File: src/rtl/qam_mapper_param.sv
// Serial-to-symbol QAM mapper: gathers MSB-first bits and emits Gray-coded I/Q
// pairs (QPSK or 16-QAM) with valid/ready handshakes on both sides.
module qam_mapper_param #(
  parameter int OUT_W = 4,
  parameter int AMP   = 4,
  parameter int STEP  = 2,
  parameter int CNT_W = 16
) (
  input  logic                    clk,
  input  logic                    reset,
  input  logic                    mode,
  input  logic                    bit_in,
  input  logic                    bit_valid,
  output logic                    bit_ready,
  output logic signed [OUT_W-1:0] I,
  output logic signed [OUT_W-1:0] Q,
  output logic                    sym_valid,
  input  logic                    sym_ready,
  output logic [CNT_W-1:0]        sym_count
);

  localparam logic signed [OUT_W-1:0] AMP_V = OUT_W'(AMP);
  localparam logic signed [OUT_W-1:0] LVL1  = OUT_W'(STEP);
  localparam logic signed [OUT_W-1:0] LVL3  = OUT_W'(3 * STEP);

  logic [1:0]              bit_cnt;
  logic                    mode_q;
  logic [2:0]              shift_q;
  logic                    last_bit;
  logic                    accept;
  logic [3:0]              sym_bits;
  logic signed [OUT_W-1:0] i_map;
  logic signed [OUT_W-1:0] q_map;

  function automatic logic signed [OUT_W-1:0] gray_level(input logic [1:0] b);
    case (b)
      2'b00:   return -LVL3;
      2'b01:   return -LVL1;
      2'b11:   return LVL1;
      default: return LVL3;
    endcase
  endfunction

  // A symbol is never final at count 0, so the latched mode is always valid here.
  assign last_bit  = mode_q ? (bit_cnt == 2'd3) : (bit_cnt == 2'd1);
  assign bit_ready = !last_bit || !sym_valid || sym_ready;
  assign accept    = bit_valid && bit_ready;
  assign sym_bits  = {shift_q, bit_in};

  always_comb begin
    i_map = '0;
    q_map = '0;
    if (mode_q) begin
      i_map = gray_level(sym_bits[3:2]);
      q_map = gray_level(sym_bits[1:0]);
    end else begin
      i_map = sym_bits[0] ? AMP_V : -AMP_V;
      q_map = sym_bits[1] ? -AMP_V : AMP_V;
    end
  end

  always_ff @(posedge clk) begin
    if (reset) begin
      I         <= '0;
      Q         <= '0;
      sym_valid <= 1'b0;
      sym_count <= '0;
      bit_cnt   <= '0;
      shift_q   <= '0;
      mode_q    <= 1'b0;
    end else begin
      if (sym_valid && sym_ready)
        sym_valid <= 1'b0;
      if (accept) begin
        shift_q <= {shift_q[1:0], bit_in};
        if (bit_cnt == 2'd0)
          mode_q <= mode;
        // A completing symbol overrides the consumption clear above: no bubble.
        if (last_bit) begin
          I         <= i_map;
          Q         <= q_map;
          sym_valid <= 1'b1;
          sym_count <= sym_count + CNT_W'(1);
          bit_cnt   <= '0;
        end else begin
          bit_cnt <= bit_cnt + 2'd1;
        end
      end
    end
  end

endmodule

File: config.mk
export PLATFORM = sky130hd
export DESIGN_NAME = qam_mapper_param
export DESIGN_NICKNAME = d
export VERILOG_FILES = /design/src/rtl/qam_mapper_param.sv
export SDC_FILE = /design/constraint.sdc
export NUM_CORES = 1
export LEC_CHECK = 0
export CORE_AREA = 3 3 78 50
export DETAILED_ROUTE_END_ITERATION = 16
export DIE_AREA = 0 0 81 53
export HOLD_SLACK_MARGIN = 0.15
export MAX_ROUTING_LAYER = met4
export PLACE_DENSITY = 0.71
export RECOVER_POWER = 100
export REMOVE_ABC_BUFFERS = 1
export SYNTH_ARGS = -nofsm -noshare
export SYNTH_HDL_FRONTEND = slang
export SYNTH_SLANG_ARGS = --single-unit
File: constraint.sdc
create_clock -name clk -period 2.1 [get_ports clk]
set_input_delay 0.42 -clock clk [delete_from_list [all_inputs] [get_ports clk]]
set_output_delay 0.42 -clock clk [all_outputs]
set_load 0.03 [all_outputs]
==> results.md <==
- Status: finished clean
- CP Max Fanout: 7
- EDFF count, synth: 0
- Hold/Removal Path Class: flop to flop
- CP Class: primary input to flop
- Cells after Synth: 172
- Area leader, netlist: dfxtp_1
- Fill cells: 316
- Clock Sinks: 28
- H-tree level count: 1
- GR peak layer: met2
- Post-route minimum period: 1.99 ns
- Layout overhead on the synthesized area: 28.0%
- R2R setup slack: 0.18 ns
- Routed WL: 3390 um
- WP data arrival: 2.17 ns
- Pwr Total: 1.06 mW
- DRC: 0
- FP Rows: 16
- Chip height: 53 um
- Met1 GRT Util: 23.0%
- Async set-reset flop share out of synthesis: 0%
- Final count of negative-setup-slack endpoints: 0
- F_max: 502 MHz
- Combinational family with the most area after synthesis: simple AND/OR/NAND/NOR gates
- CTS Buffer Depth: 2
- Core Util, Final: 57.0%
- Cts-stage hold buffer count: 0
- Reg2reg path depth: 4
- Hold_sp: I[2]
- Synth Area in Adders: 6.93%
- Num CTS Buffers: 3
- Core box area: 3240 um2
- Avg WL per Cell: 13.6 um
- IO Pins: 32
- Net count, final: 220
- WP buf/inv: 1
- Post-synthesis cell type count: 30
- Multi-input logic area: 779 um2
- Largest cells by area after synthesis: dfxtp_1 (39%), ha_1 (6.9%), nor2_1 (6.2%), mux2_1 (3.9%), a21oi_1 (3.8%)
- Leakage: 0.750 nW
- Die Width: 81 um
- Vias/cell: 4.98
- FF+latch area: 561 um2
- Clock latency on the worst-skew pair: 0.28 ns
- Post-DP HPWL: 2590 um
- Ratio of cells with drive above 1 in the final layout: 7.80%
- First-pass GRT wire length: 5690 um
- Final Hold Vio Count: 0
- Mapped cell area: 1450 um2
- Aggregate global-route resource usage: 18.1%
- I/O Buffers: 29
- Multiplexer area fraction after synthesis: 6.67%
- Commonest non-fill, non-tap cell in the layout: dfxtp_1
- Synthesized flop and latch total: 28
- Iteration-0 DRC Markers: 105
- Average cell area after synthesis: 8.40 um2
- Antenna violation net count after detailed routing: 0
- Synth top area share: 38.8%
- Post-CTS setup buffers: 0
- Met3 GRT Util: 4.25%
- Largest net degree at the start of global routing: 17
- Post_cts resized: 0
- VDD IR max: 271 uV
- CTS tree: done
- Critical path's top delay family: simple AND/OR/NAND/NOR gates
- Synth warnings: 0
- Vias: 1,246
- Initial antenna violation count: 0
- Cell Chain, Critical Path: clkdlybuf4s50_1 -> nor2b_1 -> or3_1 -> nor4_1 -> mux2_1
- Met2 usage: 28.6%
- Root Buffer: clkbuf_8
- Diode count: 0
- Final global-route overflow total: 0
- Pwr/cell area: 574 nW/um2
- Hold Path Stages: 2
- Unrepaired setup endpoints after global routing: false
- Simple-gate area share of the yosys netlist: 24.8%
- CP required: 2.27 ns
- Die ar.: 4290 um2
- Vias in the first global route: 1,203
- Sequential-to-total area share from yosys stat: 38.8%
- Worst-path clk slew: 0.10 ns
- Slowest CP cell: or3_1
- Placer Congestion: 0.838
- Initial core utilization: 44.6%
- Detailed Routing Iterations Pass 1: 4
- Worst R2R Start: bit_cnt[1]
- Worst path max stage delay: 0.52 ns
- Commonest non-fill, non-tap cells in the layout: dfxtp_1 (28), nor2_1 (24), dlygate4sd3_1 (23)
- Startpoint class of the critical path: primary input
- Final period util: 94.9%
- Reg-to-reg critical path endpoint: sym_count[14]
- Fin. max-slew vios: 0
- Setup Skew: 0.00236 ns
- Post-Synth XOR/XNOR Area: 5.54%
- Worst hold path endpoint: I[2]
- Main synth FF type: dfxtp_1
- Compound-gate portion of the synthesized area: 9.52%
- Max-Cap Viols: 0
- Critical Path End Type: flop
[worst register-to-register path, delay by kind of cell, from the launching register on]
kind,cells,cell delay (ns)
xor gates and xnor gates,1,0.14
and+or+nand+nor,2,0.84
DFF,1,0.48
muxes,1,0.36
[registers in the layout, summed over array words and instances (netlist names)]
signal	count
shift_q	3
Q	2
bit_cnt	2
I	3
mode_q	1
sym_valid	1
sym_count	16
[cells in the mapped netlist, drive strengths merged, types with 3 or more instances]
cell type  instances
nor2b              5
nor2              24
a21oi             11
nor3               6
inv               12
clkbuf             5
nor4               5
mux2i              4
buf                6
or3                6
o21ai              8
nand2             12
mux2               5
nand4              3
xnor2              6
dfxtp             28
nand3              6
ha                 8
a211oi             3
[cell type report]
type | count | area share [%]
clock buffers | 4 | 2.98
inverters | 12 | 2.44
multi-input cells | 122 | 42.2
flip-flops and latches | 28 | 30.3
well taps | 45 | 3.04
repair buffers | 39 | 19.1
[where the power goes]
group          switching, mW  internal [mW]  total, mW
clock                  0.174          0.168      0.342
sequential            0.0156          0.546      0.562
combinational         0.0948         0.0633      0.158
total                  0.284          0.778       1.06
[kinds of logic after synthesis]
group | Yosys count
mux | 9
buf+inv | 23
flops | 28
compound gates | 25
other cells | 1
simple gates | 71
fa+ha+maj | 8
xor+xnor | 7
[per-stage QoR]
stage	area, um2	worst slack (ns)	instances	TNS, ns	hold slack (ns)
2_1_floorplan	1390	0.197	162	0	0.487
3_3_place_gp	1810	-0.220	246	-0.908	0.442
3_5_place_dp	1810	-0.259	246	-1.41	0.452
4_1_cts	1860	0.0328	250	0	0.474
5_1_grt	1850	0.0463	250	0	0.491
6_report	1850	0.107	250	0	0.463
[routing by layer]
metal  vias up  wire [um]
met2        29       1540
met1       566       1660
met4         0         57
met3         7        135
met5         -          0
li1        644          -
[worst max path at each step]
stage	from	endpoint	slack (ns)	depth (start not counted)
global placement	bit_valid	sym_count[15]	-0.22	5
detailed placement	bit_valid	sym_count[15]	-0.26	5
global route	sym_ready	sym_count[14]	0.05	5
floorplan	sym_valid	sym_count[15]	0.20	4
CTS	bit_valid	sym_count[15]	0.03	5
finish	sym_ready	sym_count[14]	0.11	5
No activity file was read; power rests on OpenSTA's default activity.
